<file path="src/rtl/hazard_tracker_pkg.sv">
// Shared constants for the decode-stage hazard tracker: Tuse/Tnew timing codes
// and the forwarding-mux select encodings used by the D, E and M stages.
package hazard_tracker_pkg;

    localparam logic [1:0] TUSE_D    = 2'd0;
    localparam logic [1:0] TUSE_E    = 2'd1;
    localparam logic [1:0] TUSE_M    = 2'd2;
    localparam logic [1:0] TUSE_NONE = 2'd3;

    localparam logic [1:0] TNEW_PC8  = 2'd0;
    localparam logic [1:0] TNEW_ALU  = 2'd1;
    localparam logic [1:0] TNEW_LOAD = 2'd2;

    localparam logic [1:0] FWD_D_RF  = 2'd0;
    localparam logic [1:0] FWD_D_E   = 2'd1;
    localparam logic [1:0] FWD_D_M   = 2'd2;
    localparam logic [1:0] FWD_D_W   = 2'd3;

    localparam logic [1:0] FWD_E_PIPE = 2'd0;
    localparam logic [1:0] FWD_E_M    = 2'd1;
    localparam logic [1:0] FWD_E_W    = 2'd2;

    localparam logic [1:0] FWD_M_PIPE = 2'd0;
    localparam logic [1:0] FWD_M_W    = 2'd1;

endpackage

</file>
<file path="src/rtl/hazard_tracker_fwd_sel.sv">
// Priority forwarding selector: the nearest ready stage whose destination
// matches the (non-zero) source address wins; otherwise select 0.
module hazard_fwd_sel
    import hazard_tracker_pkg::*;
#(
    parameter int         AW   = 5,
    parameter logic [1:0] SEL1 = 2'd1,
    parameter logic [1:0] SEL2 = 2'd2,
    parameter logic [1:0] SEL3 = 2'd3
) (
    input  logic [AW-1:0] addr,
    input  logic [AW-1:0] s1_addr,
    input  logic          s1_rdy,
    input  logic [AW-1:0] s2_addr,
    input  logic          s2_rdy,
    input  logic [AW-1:0] s3_addr,
    input  logic          s3_rdy,
    output logic [1:0]    sel
);

    // Priority match, nearest stage first; register 0 never forwards.
    always_comb begin
        sel = 2'd0;
        if (addr != '0) begin
            if (s1_rdy && (addr == s1_addr)) begin
                sel = SEL1;
            end else if (s2_rdy && (addr == s2_addr)) begin
                sel = SEL2;
            end else if (s3_rdy && (addr == s3_addr)) begin
                sel = SEL3;
            end else begin
                sel = 2'd0;
            end
        end else begin
            sel = 2'd0;
        end
    end

endmodule

</file>
<file path="src/rtl/hazard_tracker.sv">
// Decode-stage hazard unit with its own E/M/W shadow records of destination and Tnew.
// Optional HAZARD_STATS_EN adds a 32-bit StallCount output.
module hazard_tracker
    import hazard_tracker_pkg::*;
#(
    parameter int REG_AW = 5,
    parameter int TW     = 2
) (
    input  logic              clk,
    input  logic              reset,
    input  logic [REG_AW-1:0] A1D,
    input  logic [REG_AW-1:0] A2D,
    input  logic [REG_AW-1:0] A3D,
    input  logic [TW-1:0]     TuseRsD,
    input  logic [TW-1:0]     TuseRtD,
    input  logic [TW-1:0]     TnewD,
    output logic              Stall,
    output logic              PCEn,
    output logic              FDEn,
    output logic              DEClr,
    output logic [1:0]        FwdRsD,
    output logic [1:0]        FwdRtD,
    output logic [1:0]        FwdRsE,
    output logic [1:0]        FwdRtE,
    output logic              FwdRtM
`ifdef HAZARD_STATS_EN
    ,
    output logic [31:0]       StallCount
`endif
);

    logic [REG_AW-1:0] a1_e_q, a1_e_d;
    logic [REG_AW-1:0] a2_e_q, a2_e_d;
    logic [REG_AW-1:0] a3_e_q, a3_e_d;
    logic [TW-1:0]     tnew_e_q, tnew_e_d;
    logic [REG_AW-1:0] a2_m_q, a2_m_d;
    logic [REG_AW-1:0] a3_m_q, a3_m_d;
    logic [TW-1:0]     tnew_m_q, tnew_m_d;
    logic [REG_AW-1:0] a3_w_q, a3_w_d;

    logic stall_rs_s;
    logic stall_rt_s;
    logic stall_s;
    logic rdy_e_s;
    logic rdy_m_s;
    logic [REG_AW-1:0] zero_addr_s;
    logic [1:0] fwd_rt_m_sel_s;

    // Stall detection: an operand needed before its producer's result is ready.
    always_comb begin
        stall_rs_s = (A1D != '0) &&
                     (((A1D == a3_e_q) && (TuseRsD < tnew_e_q)) ||
                      ((A1D == a3_m_q) && (TuseRsD < tnew_m_q)));
        stall_rt_s = (A2D != '0) &&
                     (((A2D == a3_e_q) && (TuseRtD < tnew_e_q)) ||
                      ((A2D == a3_m_q) && (TuseRtD < tnew_m_q)));
        stall_s    = stall_rs_s || stall_rt_s;
        rdy_e_s    = (tnew_e_q == '0);
        rdy_m_s    = (tnew_m_q == '0);
        zero_addr_s = '0;
    end

    // Shadow-pipeline advance: bubble into E on stall, M/W always advance.
    always_comb begin
        if (stall_s) begin
            a1_e_d   = '0;
            a2_e_d   = '0;
            a3_e_d   = '0;
            tnew_e_d = '0;
        end else begin
            a1_e_d   = A1D;
            a2_e_d   = A2D;
            a3_e_d   = A3D;
            tnew_e_d = TnewD;
        end
        a2_m_d   = a2_e_q;
        a3_m_d   = a3_e_q;
        tnew_m_d = (tnew_e_q == '0) ? '0 : (tnew_e_q - TW'(1));
        a3_w_d   = a3_m_q;
    end

    // Record registers with synchronous active-low reset.
    always_ff @(posedge clk) begin
        if (!reset) begin
            a1_e_q   <= '0;
            a2_e_q   <= '0;
            a3_e_q   <= '0;
            tnew_e_q <= '0;
            a2_m_q   <= '0;
            a3_m_q   <= '0;
            tnew_m_q <= '0;
            a3_w_q   <= '0;
        end else begin
            a1_e_q   <= a1_e_d;
            a2_e_q   <= a2_e_d;
            a3_e_q   <= a3_e_d;
            tnew_e_q <= tnew_e_d;
            a2_m_q   <= a2_m_d;
            a3_m_q   <= a3_m_d;
            tnew_m_q <= tnew_m_d;
            a3_w_q   <= a3_w_d;
        end
    end

    assign Stall = stall_s;
    assign PCEn  = ~stall_s;
    assign FDEn  = ~stall_s;
    assign DEClr = stall_s;

    hazard_fwd_sel #(.AW(REG_AW), .SEL1(FWD_D_E), .SEL2(FWD_D_M), .SEL3(FWD_D_W)) u_fwd_rs_d (
        .addr(A1D), .s1_addr(a3_e_q), .s1_rdy(rdy_e_s), .s2_addr(a3_m_q), .s2_rdy(rdy_m_s),
        .s3_addr(a3_w_q), .s3_rdy(1'b1), .sel(FwdRsD)
    );

    hazard_fwd_sel #(.AW(REG_AW), .SEL1(FWD_D_E), .SEL2(FWD_D_M), .SEL3(FWD_D_W)) u_fwd_rt_d (
        .addr(A2D), .s1_addr(a3_e_q), .s1_rdy(rdy_e_s), .s2_addr(a3_m_q), .s2_rdy(rdy_m_s),
        .s3_addr(a3_w_q), .s3_rdy(1'b1), .sel(FwdRtD)
    );

    // E and M selectors have fewer sources; the unused slots are tied off.
    hazard_fwd_sel #(.AW(REG_AW), .SEL1(FWD_E_M), .SEL2(FWD_E_W), .SEL3(FWD_E_PIPE)) u_fwd_rs_e (
        .addr(a1_e_q), .s1_addr(a3_m_q), .s1_rdy(rdy_m_s), .s2_addr(a3_w_q), .s2_rdy(1'b1),
        .s3_addr(zero_addr_s), .s3_rdy(1'b0), .sel(FwdRsE)
    );

    hazard_fwd_sel #(.AW(REG_AW), .SEL1(FWD_E_M), .SEL2(FWD_E_W), .SEL3(FWD_E_PIPE)) u_fwd_rt_e (
        .addr(a2_e_q), .s1_addr(a3_m_q), .s1_rdy(rdy_m_s), .s2_addr(a3_w_q), .s2_rdy(1'b1),
        .s3_addr(zero_addr_s), .s3_rdy(1'b0), .sel(FwdRtE)
    );

    hazard_fwd_sel #(.AW(REG_AW), .SEL1(FWD_M_W), .SEL2(FWD_M_PIPE), .SEL3(FWD_M_PIPE)) u_fwd_rt_m (
        .addr(a2_m_q), .s1_addr(a3_w_q), .s1_rdy(1'b1), .s2_addr(zero_addr_s), .s2_rdy(1'b0),
        .s3_addr(zero_addr_s), .s3_rdy(1'b0), .sel(fwd_rt_m_sel_s)
    );

    assign FwdRtM = (fwd_rt_m_sel_s == FWD_M_W);

`ifdef HAZARD_STATS_EN
    logic [31:0] stall_count_q, stall_count_d;

    // Stall cycle counter; wraps naturally at 2^32.
    always_comb begin
        if (stall_s) begin
            stall_count_d = stall_count_q + 32'd1;
        end else begin
            stall_count_d = stall_count_q;
        end
    end

    // Counter register with synchronous active-low reset.
    always_ff @(posedge clk) begin
        if (!reset) begin
            stall_count_q <= 32'd0;
        end else begin
            stall_count_q <= stall_count_d;
        end
    end

    assign StallCount = stall_count_q;
`endif

endmodule

</file>
<file path="config.mk">
export PLATFORM = sky130hd
export DESIGN_NAME = hazard_tracker
export DESIGN_NICKNAME = d
export VERILOG_FILES = /design/src/rtl/hazard_tracker_pkg.sv /design/src/rtl/hazard_tracker_fwd_sel.sv /design/src/rtl/hazard_tracker.sv
export SDC_FILE = /design/constraint.sdc
export NUM_CORES = 1
export LEC_CHECK = 0
export CAP_MARGIN = 20
export CORE_MARGIN = 1
export CORE_UTILIZATION = 49
export CTS_BUF_LIST = sky130_fd_sc_hd__clkbuf_4
export CTS_CLUSTER_DIAMETER = 200
export DETAILED_ROUTE_END_ITERATION = 7
export PLACE_DENSITY = 0.78
export SETUP_SLACK_MARGIN = 0.4
export SYNTH_ARGS = -nofsm -noshare
export SYNTH_HDL_FRONTEND = slang
export SYNTH_SLANG_ARGS = --single-unit
</file>
<file path="constraint.sdc">
create_clock -name clk -period 1.9 [get_ports clk]
set_clock_uncertainty 0.2 [all_clocks]
set_input_delay 0.19 -clock clk [delete_from_list [all_inputs] [get_ports clk]]
set_output_delay 0.19 -clock clk [all_outputs]
set_load 0.05 [all_outputs]
</file>
==> impl_metrics.prom, run 1 <==
# TYPE chip_impl_metric gauge
chip_impl_metric{name="drt-met1-wl",unit="um"} 2430
chip_impl_metric{name="synth-edff-count",unit=""} 0
chip_impl_metric{name="synthAdderAreaFrac",unit=""} 0.0308
chip_impl_metric{name="core.rowCount",unit=""} 23
chip_impl_metric{name="stdcell_area",unit="um2"} 3330
chip_impl_metric{name="power.sequential.fraction",unit=""} 0.378
chip_impl_metric{name="cts-hold-fix-buffers",unit=""} 0
chip_impl_metric{name="overflow",unit=""} 0
chip_impl_metric{name="synth_xor_area_frac",unit=""} 0.224
chip_impl_info{name="synthMostInstantiatedCell",value="dfxtp_1"} 1
chip_impl_metric{name="p_int",unit="W"} 0.00149
chip_impl_metric{name="placed_instance_area",unit="um2"} 2850
chip_impl_metric{name="worst-endpoint-required",unit="ns"} 1.51
chip_impl_metric{name="synthesis.nets",unit=""} 241
chip_impl_metric{name="critical_path_peak_fanout",unit=""} 3
chip_impl_info{name="largest_area_contributor_in_the_netlist",value="dfxtp_1"} 1
chip_impl_metric{name="post_route_cells_drive_above_1_share",unit=""} 0.498
chip_impl_metric{name="max_clock_freq",unit="MHz"} 415
chip_impl_metric{name="routed_wl",unit="um"} 6260
chip_impl_metric{name="report.final.slew_viol_count",unit=""} 0
chip_impl_metric{name="yosys.cell_types.count",unit=""} 31
chip_impl_info{name="setup.worst_path.start_class",value="register"} 1
chip_impl_metric{name="routabilityCongestion",unit=""} 0.896
chip_impl_metric{name="clock_tree_sinks",unit=""} 34
chip_impl_metric{name="max-slew-margin-rel",unit=""} 0.582
chip_impl_info{name="worst_hold_path_type",value="in2reg"} 1
chip_impl_metric{name="worstPathArrival",unit="ns"} 2.02
chip_impl_metric{name="drt_pass1_iterations",unit=""} 4
chip_impl_metric{name="cts_max_level",unit=""} 2
chip_impl_metric{name="fillerInstances",unit=""} 201
chip_impl_metric{name="synth.yosys.seq_area_share",unit=""} 0.335
chip_impl_metric{name="layout.area.seq",unit="um2"} 717
chip_impl_metric{name="dp.final_hpwl",unit="um"} 3880
chip_impl_metric{name="area_delta_synth_final",unit="%"} 63.9
chip_impl_metric{name="synth_warnings",unit=""} 0
chip_impl_metric{name="synth-compound-area-share",unit=""} 0.0492
chip_impl_info{name="grt_setup_unrepaired",value="true"} 1
chip_impl_metric{name="syn_area_per_cell",unit="um2"} 9.55
chip_impl_metric{name="utilization",unit=""} 0.833
chip_impl_metric{name="multiInputGateArea",unit="um2"} 1590
chip_impl_metric{name="netlist_area",unit="um2"} 2030
chip_impl_metric{name="drcViolationCount",unit=""} 0
chip_impl_metric{name="die_x",unit="um"} 66.4
chip_impl_info{name="netlist_top_cells_count",value="dfxtp_1, xor2_1, xnor2_1"} 1
chip_impl_metric{name="switching_power",unit="W"} 0.000632
chip_impl_info{name="top_layer_reached_by_signal_wires",value="met4"} 1
chip_impl_metric{name="pin_count",unit=""} 36
chip_impl_info{name="critPathCaptureType",value="output port"} 1
chip_impl_metric{name="via_per_inst",unit=""} 5.60
chip_impl_metric{name="grt_antenna_before_repair",unit=""} 0
chip_impl_metric{name="netlist.area_leader.share",unit=""} 0.335
chip_impl_metric{name="yosys_register_bits",unit=""} 34
chip_impl_metric{name="worst_slew_pin_tran",unit="ns"} 0.625
chip_impl_metric{name="cts_buffer_depth",unit=""} 2
chip_impl_info{name="clockRootBuffer",value="clkbuf_4"} 1
chip_impl_metric{name="final.hold.worst_slack",unit="ns"} 0.207
chip_impl_metric{name="synthArstFlopShare",unit=""} 0
chip_impl_info{name="ys_top_cells_by_area",value="dfxtp_1, xor2_1, xnor2_1"} 1
chip_impl_metric{name="final_nets",unit=""} 310
chip_impl_metric{name="final.min_clock_period",unit="ns"} 2.41
chip_impl_metric{name="peakVddDrop",unit="mV"} 0.525
chip_impl_metric{name="final-setup-viol-count",unit=""} 27
chip_impl_metric{name="ant_nets",unit=""} 0
chip_impl_metric{name="pin_count_of_the_biggest_net_entering_global_routing",unit=""} 21
chip_impl_metric{name="first_iter_violations",unit=""} 70
chip_impl_metric{name="fin_tns_setup",unit="ns"} -8.01
chip_impl_metric{name="start_util",unit=""} 0.508
chip_impl_info{name="top_flip_flop_cell_by_instance_count_after_synthesis",value="dfxtp_1"} 1
chip_impl_metric{name="first_global_vias",unit=""} 1826
chip_impl_metric{name="diodes",unit=""} 0
chip_impl_metric{name="dp_worst_setup_slack",unit="ns"} -0.477
chip_impl_info{name="outcome",value="complete, but fails checks"} 1
chip_impl_metric{name="routed-via-count",unit=""} 1864
chip_impl_metric{name="post_synth_inst_count",unit=""} 213
chip_impl_metric{name="wl_met2",unit="um"} 3250
chip_impl_metric{name="wl_met3",unit="um"} 297
chip_impl_metric{name="fp.coreArea",unit="um2"} 4000
chip_impl_metric{name="grtUsageTotal",unit=""} 0.284
chip_impl_metric{name="synth_simple_gate_area_frac",unit=""} 0.313
chip_impl_metric{name="port-buffer-count",unit=""} 35
chip_impl_metric{name="die_area",unit="um2"} 4410
chip_impl_metric{name="power_switching_share",unit=""} 0.298
chip_impl_metric{name="final-hold-violation-count",unit=""} 0
chip_impl_metric{name="cts-buffers-inserted",unit=""} 5
chip_impl_metric{name="clock_transition_time_at_the_flip_flop_clock_pins_of_the_worst_setup_and_hold_paths",unit="ns"} 0.11
chip_impl_metric{name="total_leakage_power",unit="nW"} 1.34
chip_impl_metric{name="timing.final.crit_share",unit=""} 1.27
chip_impl_metric{name="clkLatencyLatePin",unit="ns"} 0.37
chip_impl_info{name="violations",value="setup timing"} 1
chip_impl_metric{name="share_comb_of_total_power",unit=""} 0.303
chip_impl_metric{name="routedWlPerCell",unit="um"} 18.8
chip_impl_metric{name="post_synth_mux_area_share",unit=""} 0
chip_impl_metric{name="die-height",unit="um"} 66.4
chip_impl_metric{name="max-cap-violations",unit=""} 0
chip_impl_metric{name="p_per_area",unit="nW/um2"} 636
chip_impl_metric{name="first_pass_grt_wire_length",unit="um"} 9020
chip_impl_info{name="tritoncts",value="yes"} 1
chip_impl_info{name="crit_type",value="reg2out"} 1
chip_impl_info{name="synth_top_family_by_area",value="simple AND/OR/NAND/NOR gates"} 1
chip_impl_metric{name="timing.final.ws_setup",unit="ns"} -0.508
chip_impl_metric{name="clock_power_share",unit=""} 0.319
==> power groups by stage <==
| stage | Combinational, W | Clock, W | Sequential [W] |
|---|---|---|---|
| global placement | 0.000528 | 0 | 0.000813 |
| CTS | 0.000567 | 0.000681 | 0.000798 |
| global route | 0.000682 | 0.000717 | 0.000806 |
| floorplan | 0.000342 | 0 | 0.000793 |
| detailed placement | 0.000538 | 0 | 0.000814 |
| finish | 0.000642 | 0.000675 | 0.000801 |
==> state kept, by name, indices dropped and copies added, names as in the netlist <==
| name | count |
|---|---|
| tnew_m_q | 2 |
| a3_m_q | 5 |
| a2_m_q | 5 |
| tnew_e_q | 2 |
| a3_e_q | 5 |
| a1_e_q | 5 |
| a2_e_q | 5 |
| a3_w_q | 5 |
==> critical path, stage by stage, from the launching register on <==
cell and delay (ns):
dfxtp_4 0.39, xor2_4 0.19, nor4_2 0.27, nand3b_1 0.23, a21oi_4 0.23, or2_4 0.20, buf_12 0.14
==> final timing paths <==
check | cells after the start | end | slack (ns) | start
min reg2reg | 1 | tnew_m_q[0]$_SDFF_PP0_ | 0.25 | tnew_e_q[0]$_SDFF_PP0_
min | 2 | a3_e_q[3]$_SDFF_PP0_ | 0.21 | A3D[3]
max reg2reg | 8 | a2_e_q[4]$_SDFF_PP0_ | -0.30 | a3_e_q[3]$_SDFF_PP0_
max | 6 | Stall | -0.51 | a3_e_q[3]$_SDFF_PP0_
==> routing by layer <==
| layer | GRT usage | up-vias |
|---|---|---|
| li1 | - | 857 |
| met1 | 0.333 | 909 |
| met2 | 0.471 | 70 |
| met3 | 0.0879 | 28 |
| met4 | 0.130 | 0 |
| met5 | 0 | - |
==> kinds of logic after synthesis <==
family,Yosys count
XOR/XNOR,52
buffers and inverters,20
AND/OR/NAND/NOR,87
AO/OA/AOI/OAI,15
flip-flops,34
adder cells (fa/ha/maj),5
==> per-stage QoR <==
step	cells	power [W]
final	333	0.00212
after global routing	333	0.00220
after CTS	327	0.00205
after detailed placement	314	0.00135
after global placement	314	0.00134
after floorplan	213	0.00114
==> final cells by class <==
type / count / area share
Tap cell: 50 / 0.0188
Inverter: 3 / 0.00338
Clock buffer: 5 / 0.0113
Clock inverter: 3 / 0.0192
Timing Repair Buffer: 79 / 0.254
Multi-Input combinational cell: 159 / 0.478
Sequential cell: 34 / 0.215
==> cells in the final DEF (no fill, tap or decap), types with 7 or more instances in the layout <==
cell and instances:
dfxtp_2 8, dlygate4sd2_1 8, clkdlybuf4s50_1 14, and2_1 15, xor2_1 26, buf_6 15, dfxtp_4 7, dfxtp_1 19
and4bb_2 9, xnor2_1 20, buf_4 29, buf_12 11, nor2_1 7
==> repair_timing <==
action                     4_1_cts  5_1_grt
setup endpoints to repair       30       30
pin swaps                       30       16
buffers inserted                 5        6
gates resized for setup         55       30
No activity file was read; power rests on OpenSTA's default activity.
==> inputs of run 2 (changes only) <==
--- a/config.mk
+++ b/config.mk
@@ -5,7 +5,9 @@
 export SDC_FILE = /design/constraint.sdc
 export NUM_CORES = 1
 export LEC_CHECK = 0
+export ABC_CLOCK_PERIOD_IN_PS = 1900
 export CAP_MARGIN = 20
+export CORE_ASPECT_RATIO = 1.1
 export CORE_MARGIN = 1
 export CORE_UTILIZATION = 49
 export CTS_BUF_LIST = sky130_fd_sc_hd__clkbuf_4
==> impl_metrics.prom, run 2 (synthesized netlist as in run 1, its figures left out) <==
# TYPE chip_impl_metric gauge
chip_impl_metric{name="drt_pass1_iterations",unit=""} 4
chip_impl_metric{name="routabilityCongestion",unit=""} 0.846
chip_impl_info{name="crit_path_cell_trace",value="buf_6 -> xor2_1 -> nor4_1 -> and3_2 -> o21a_4 -> buf_12"} 1
chip_impl_metric{name="switching_power",unit="W"} 0.000659
chip_impl_info{name="tritoncts",value="yes"} 1
chip_impl_metric{name="post_route_cells_drive_above_1_share",unit=""} 0.547
chip_impl_metric{name="ant_nets",unit=""} 0
chip_impl_metric{name="cts_buffer_depth",unit=""} 2
chip_impl_metric{name="routed_wl",unit="um"} 6900
chip_impl_metric{name="die_x",unit="um"} 63.4
chip_impl_metric{name="max-cap-violations",unit=""} 0
chip_impl_metric{name="fillerInstances",unit=""} 186
chip_impl_metric{name="cts_max_level",unit=""} 2
chip_impl_metric{name="pin_count_of_the_biggest_net_entering_global_routing",unit=""} 34
chip_impl_metric{name="clock_power_share",unit=""} 0.217
chip_impl_metric{name="dp.final_hpwl",unit="um"} 3950
chip_impl_metric{name="report.final.slew_viol_count",unit=""} 0
chip_impl_info{name="setup.worst_path.start_class",value="register"} 1
chip_impl_metric{name="final-setup-viol-count",unit=""} 28
chip_impl_metric{name="final-hold-violation-count",unit=""} 0
chip_impl_metric{name="final_nets",unit=""} 314
chip_impl_metric{name="timing.final.crit_share",unit=""} 1.23
chip_impl_metric{name="p_per_area",unit="nW/um2"} 554
chip_impl_info{name="clockRootBuffer",value="clkbuf_4"} 1
chip_impl_metric{name="final.min_clock_period",unit="ns"} 2.34
chip_impl_metric{name="max_clock_freq",unit="MHz"} 427
chip_impl_metric{name="clkLatencyLatePin",unit="ns"} 0.35
chip_impl_metric{name="worst_slew_pin_tran",unit="ns"} 0.342
chip_impl_metric{name="cts-buffers-inserted",unit=""} 5
chip_impl_info{name="crit_type",value="reg2out"} 1
chip_impl_metric{name="via_per_inst",unit=""} 5.67
chip_impl_metric{name="die_area",unit="um2"} 4410
chip_impl_info{name="grt_setup_unrepaired",value="true"} 1
chip_impl_metric{name="first_iter_violations",unit=""} 101
chip_impl_metric{name="finalPower",unit="W"} 0.00189
chip_impl_metric{name="grtUsageTotal",unit=""} 0.272
chip_impl_metric{name="routedWlPerCell",unit="um"} 20.3
chip_impl_info{name="violations",value="setup timing"} 1
chip_impl_metric{name="p_int",unit="W"} 0.00123
chip_impl_info{name="outcome",value="complete, but fails checks"} 1
chip_impl_metric{name="area_delta_synth_final",unit="%"} 67.9
chip_impl_metric{name="clock_tree_sinks",unit=""} 34
chip_impl_metric{name="critical_path_peak_fanout",unit=""} 3
chip_impl_metric{name="first_pass_grt_wire_length",unit="um"} 9110
chip_impl_metric{name="pin_count",unit=""} 36
chip_impl_info{name="worst_hold_path_type",value="in2reg"} 1
chip_impl_metric{name="timing.final.ws_setup",unit="ns"} -0.444
chip_impl_metric{name="share_comb_of_total_power",unit=""} 0.357
chip_impl_metric{name="routed-via-count",unit=""} 1921
chip_impl_metric{name="grt_antenna_before_repair",unit=""} 0
chip_impl_metric{name="power_switching_share",unit=""} 0.349
chip_impl_metric{name="max-slew-margin-rel",unit=""} 0.770
chip_impl_metric{name="worst-endpoint-required",unit="ns"} 1.51
chip_impl_metric{name="worstPathArrival",unit="ns"} 1.95
chip_impl_info{name="crit_slowest_cell",value="dfxtp_4"} 1
chip_impl_metric{name="clock_transition_time_at_the_flip_flop_clock_pins_of_the_worst_setup_and_hold_paths",unit="ns"} 0.11
chip_impl_info{name="critPathCaptureType",value="output port"} 1
chip_impl_metric{name="fp.coreArea",unit="um2"} 3960
chip_impl_metric{name="power.sequential.fraction",unit=""} 0.426
chip_impl_metric{name="drcViolationCount",unit=""} 0
chip_impl_metric{name="start_util",unit=""} 0.513
chip_impl_metric{name="first_global_vias",unit=""} 1974
chip_impl_metric{name="peakVddDrop",unit="mV"} 0.430
chip_impl_metric{name="die-height",unit="um"} 69.6
chip_impl_metric{name="diodes",unit=""} 0
chip_impl_info{name="leading_cell_type_in_the_layout_fill_and_taps_excluded",value="buf_4"} 1
chip_impl_metric{name="crit_path_max_incr_delay",unit="ns"} 0.39
chip_impl_metric{name="final.hold.worst_slack",unit="ns"} 0.188
chip_impl_metric{name="port-buffer-count",unit=""} 35
chip_impl_info{name="most-common-layout-cells",value="buf_4, buf_6, xor2_1"} 1
chip_impl_metric{name="core.rowCount",unit=""} 24
chip_impl_metric{name="total_leakage_power",unit="nW"} 1.36
chip_impl_metric{name="overflow",unit=""} 0
run 2: cell types whose count changed in the layout (fill, tap and decap cells not counted), sizes merged:
cell,before,now
bufinv,2,0
buf,57,61
clkinvlp,0,1
clkinv,1,2
clkdlybuf4s50,14,11
dlygate4sd2,8,10
dlymetal6s2s,0,1
run 2: what timing repair did:
action / CTS / global route
resized for setup: 63 / 43
endpoints found under the setup margin: 30 / 30
setup buffers: 5 / 5
hold buffers: 0 / 0
pin swaps: 30 / 22
run 2: final cells by class:
type	count	area (um2)	share of cell area
clock buffer	5	37.5	0.0110
clock inverter	3	16.3	0.00476
inverter	3	11.3	0.00330
multi-input combinational	159	1680	0.492
sequential	34	719	0.211
tap	52	65.1	0.0191
timing repair buffer	83	883	0.259
run 2: power groups by stage:
stage | sequential, W | combinational [W] | clock, W
floorplan | 0.000793 | 0.000342 | 0
global placement | 0.000813 | 0.000536 | 0
detailed placement | 0.000814 | 0.000546 | 0
CTS | 0.000797 | 0.000581 | 0.000402
global route | 0.000810 | 0.000706 | 0.000437
finish | 0.000805 | 0.000675 | 0.000411
run 2: worst paths after layout:
kind                                from                     end  slack [ns]  cells past startpoint
setup / recovery    a3_m_q[3]$_SDFF_PN0_               FwdRtE[0]       -0.44                      6
hold / removal                    A2D[3]    a2_e_q[3]$_SDFF_PP0_        0.19                      2
setup reg to reg  tnew_e_q[1]$_SDFF_PP0_    a2_e_q[4]$_SDFF_PP0_       -0.33                     10
hold reg to reg   tnew_e_q[0]$_SDFF_PP0_  tnew_m_q[0]$_SDFF_PP0_        0.22                      1
run 2: through the flow:
stage	std cells	instance area, um2	setup TNS, ns	util	worst slack (ns)
floorplan	213	2260	-0.833	-	-0.233
global placement	321	2880	-9.33	0.727	-0.460
detailed placement	321	2880	-10.02	0.727	-0.513
CTS	334	3130	-4.80	0.790	-0.354
global route	339	3410	-9.98	0.861	-0.512
finish	339	3410	-8.23	0.861	-0.444
run 2: worst max-delay path: cells and delay by family (launching register included):
kind / cells / cell delay (ns)
flops: 1 / 0.39
compound gates: 1 / 0.15
xor+xnor: 1 / 0.16
buf+inv: 2 / 0.26
simple gates: 2 / 0.65
run 2: per-layer routing:
metal / global-route usage / vias up / wire, um
li1: - / 865 / -
met1: 0.286 / 942 / 2430
met2: 0.508 / 89 / 3890
met3: 0.0592 / 25 / 299
met4: 0.114 / 0 / 282
met5: 0 / - / 0
==> inputs of run 3 (changes only) <==
--- a/config.mk
+++ b/config.mk
@@ -7,7 +7,7 @@
 export LEC_CHECK = 0
 export ABC_CLOCK_PERIOD_IN_PS = 1900
 export CAP_MARGIN = 20
-export CORE_ASPECT_RATIO = 1.1
+export CORE_ASPECT_RATIO = 1.75
 export CORE_MARGIN = 1
 export CORE_UTILIZATION = 49
 export CTS_BUF_LIST = sky130_fd_sc_hd__clkbuf_4
@@ -15,6 +15,7 @@
 export DETAILED_ROUTE_END_ITERATION = 7
 export PLACE_DENSITY = 0.78
 export SETUP_SLACK_MARGIN = 0.4
+export SLEW_MARGIN = 15
 export SYNTH_ARGS = -nofsm -noshare
 export SYNTH_HDL_FRONTEND = slang
 export SYNTH_SLANG_ARGS = --single-unit
==> impl_metrics.prom, run 3 (synthesized netlist as in run 1, its figures left out) <==
# TYPE chip_impl_metric gauge
chip_impl_metric{name="port-buffer-count",unit=""} 35
chip_impl_metric{name="grt_antenna_before_repair",unit=""} 0
chip_impl_metric{name="routed-via-count",unit=""} 1922
chip_impl_metric{name="area_delta_synth_final",unit="%"} 68.7
chip_impl_metric{name="clkLatencyLatePin",unit="ns"} 0.36
chip_impl_metric{name="first_iter_violations",unit=""} 60
chip_impl_metric{name="worstPathArrival",unit="ns"} 1.99
chip_impl_metric{name="timing.final.crit_share",unit=""} 1.25
chip_impl_metric{name="report.final.slew_viol_count",unit=""} 0
chip_impl_metric{name="routedWlPerCell",unit="um"} 19.7
chip_impl_metric{name="diodes",unit=""} 0
chip_impl_metric{name="via_per_inst",unit=""} 5.72
chip_impl_info{name="critPathCaptureType",value="output port"} 1
chip_impl_metric{name="fillerInstances",unit=""} 178
chip_impl_metric{name="first_pass_grt_wire_length",unit="um"} 9230
chip_impl_info{name="tritoncts",value="yes"} 1
chip_impl_info{name="violations",value="setup timing"} 1
chip_impl_info{name="setup.worst_path.start_class",value="register"} 1
chip_impl_metric{name="max-slew-margin-rel",unit=""} 0.758
chip_impl_metric{name="final.min_clock_period",unit="ns"} 2.38
chip_impl_metric{name="timing.final.ws_setup",unit="ns"} -0.476
chip_impl_metric{name="crit_path_max_incr_delay",unit="ns"} 0.38
chip_impl_metric{name="final-hold-violation-count",unit=""} 0
chip_impl_metric{name="clock_tree_sinks",unit=""} 34
chip_impl_metric{name="final.hold.worst_slack",unit="ns"} 0.215
chip_impl_metric{name="final_nets",unit=""} 315
chip_impl_metric{name="instances_no_fill",unit=""} 336
chip_impl_metric{name="die_x",unit="um"} 50.7
chip_impl_metric{name="drcViolationCount",unit=""} 0
chip_impl_metric{name="final-setup-viol-count",unit=""} 30
chip_impl_metric{name="peakVddDrop",unit="mV"} 0.730
chip_impl_metric{name="worst-endpoint-required",unit="ns"} 1.51
chip_impl_info{name="most-common-layout-cells",value="buf_4, xor2_1, xnor2_1, dfxtp_1, and2_1"} 1
chip_impl_info{name="clockRootBuffer",value="clkbuf_4"} 1
chip_impl_info{name="leading_cell_type_in_the_layout_fill_and_taps_excluded",value="buf_4"} 1
chip_impl_metric{name="pin_count",unit=""} 36
chip_impl_metric{name="first_global_vias",unit=""} 1959
chip_impl_metric{name="fp.coreArea",unit="um2"} 3940
chip_impl_metric{name="dp.final_hpwl",unit="um"} 4210
chip_impl_info{name="crit_slowest_cell",value="dfxtp_4"} 1
chip_impl_metric{name="cts-buffers-inserted",unit=""} 5
chip_impl_metric{name="drt_pass1_iterations",unit=""} 4
chip_impl_metric{name="pin_count_of_the_biggest_net_entering_global_routing",unit=""} 34
chip_impl_info{name="grt_setup_unrepaired",value="true"} 1
chip_impl_metric{name="core.rowCount",unit=""} 30
chip_impl_metric{name="p_per_area",unit="nW/um2"} 633
chip_impl_metric{name="die-height",unit="um"} 87.2
chip_impl_info{name="crit_path_cell_trace",value="xor2_1 -> nor3_1 -> buf_4 -> nand4bb_4 -> a21oi_4 -> or2_4 -> buf_12"} 1
chip_impl_metric{name="ant_nets",unit=""} 0
chip_impl_metric{name="max_clock_freq",unit="MHz"} 421
chip_impl_metric{name="overflow",unit=""} 0
chip_impl_info{name="outcome",value="complete, but fails checks"} 1
chip_impl_metric{name="cts_max_level",unit=""} 2
chip_impl_metric{name="crit_buf_inv",unit=""} 2
chip_impl_metric{name="clock_transition_time_at_the_flip_flop_clock_pins_of_the_worst_setup_and_hold_paths",unit="ns"} 0.10
chip_impl_metric{name="routed_wl",unit="um"} 6630
chip_impl_info{name="worst_hold_path_type",value="in2reg"} 1
chip_impl_metric{name="place.detailed.instances",unit=""} 318
chip_impl_metric{name="grtUsageTotal",unit=""} 0.290
chip_impl_metric{name="worst_slew_pin_tran",unit="ns"} 0.362
chip_impl_metric{name="die_area",unit="um2"} 4420
chip_impl_metric{name="dp_worst_setup_slack",unit="ns"} -0.455
chip_impl_metric{name="cts_buffer_depth",unit=""} 2
chip_impl_metric{name="start_util",unit=""} 0.516
chip_impl_info{name="crit_type",value="reg2out"} 1
chip_impl_info{name="timing.critical_path.max_delay_family",value="simple AND/OR/NAND/NOR gates"} 1
chip_impl_metric{name="critical_path_peak_fanout",unit=""} 3
chip_impl_metric{name="total_leakage_power",unit="nW"} 1.39
chip_impl_metric{name="max-cap-violations",unit=""} 0
chip_impl_metric{name="routabilityCongestion",unit=""} 0.864
chip_impl_metric{name="post_route_cells_drive_above_1_share",unit=""} 0.524
run 3: cell types whose count changed in the layout (fill, tap and decap cells not counted), sizes merged:
cell	previous run	this run
bufinv	0	2
clkinv	2	1
dlygate4sd2	10	7
clkdlybuf4s50	11	14
clkbuf	5	6
clkinvlp	1	0
run 3: layout make-up:
cell class,count,area [um2],area share
multi-input cells,159,1630,0.476
repair buffers,84,907,0.264
flip-flops and latches,34,712,0.208
clock inverters,3,68.8,0.0201
well taps,48,60.1,0.0175
clock buffers,5,37.5,0.0109
inverters,3,11.3,0.00328
run 3: path summary, 6_finish.rpt:
path / start / to / slack, ns / depth (start not counted)
worst max-delay path: a3_e_q[4]$_SDFF_PP0_ / DEClr / -0.48 / 7
worst min-delay path: A3D[3] / a3_e_q[3]$_SDFF_PP0_ / 0.21 / 2
worst max register to register: tnew_m_q[1]$_SDFF_PP0_ / a3_e_q[1]$_SDFF_PP0_ / -0.29 / 9
worst min register to register: tnew_e_q[0]$_SDFF_PP0_ / tnew_m_q[0]$_SDFF_PP0_ / 0.25 / 1
run 3: what timing repair did:
item | in CTS | in global routing
pin swaps | 23 | 27
endpoints found under the hold margin | 0 | 0
setup endpoints to repair | 30 | 30
setup buffers | 4 | 5
cloned | 0 | 1
gates resized for setup | 50 | 36
hold buffers | 0 | 0
run 3: report_power, final:
group | total (W) | internal, W | leakage (nW) | switching (W)
combinational | 0.000672 | 0.000351 | 1.04 | 0.000322
sequential | 0.000801 | 0.000752 | 0.288 | 0.0000495
clock | 0.000699 | 0.000412 | 0.0554 | 0.000287
run 3: per-layer routing:
metal / vias to the layer above / GRT usage / routed length (um)
met5: - / 0 / 0
met4: 0 / 0.146 / 337
met3: 32 / 0.0471 / 218
met2: 80 / 0.585 / 3730
met1: 936 / 0.262 / 2340
li1: 874 / - / -
run 3: worst reg2reg max path: stages, from the launching register on:
cell,delay [ns]
dfxtp_2,0.36
inv_1,0.08
ha_1,0.29
a21oi_2,0.18
nand3_2,0.14
a21oi_4,0.22
buf_4,0.14
buf_6,0.11
buf_12,0.12
and4bb_2,0.24
run 3: through the flow:
step	instance area (um2)	total power, W	util	setup TNS (ns)
floorplan	2260	0.00114	-	-0.833
global placement	2910	0.00136	0.738	-8.46
detailed placement	2910	0.00137	0.738	-9.60
CTS	3200	0.00209	0.811	-5.08
global route	3430	0.00224	0.870	-8.80
finish	3430	0.00217	0.870	-7.64
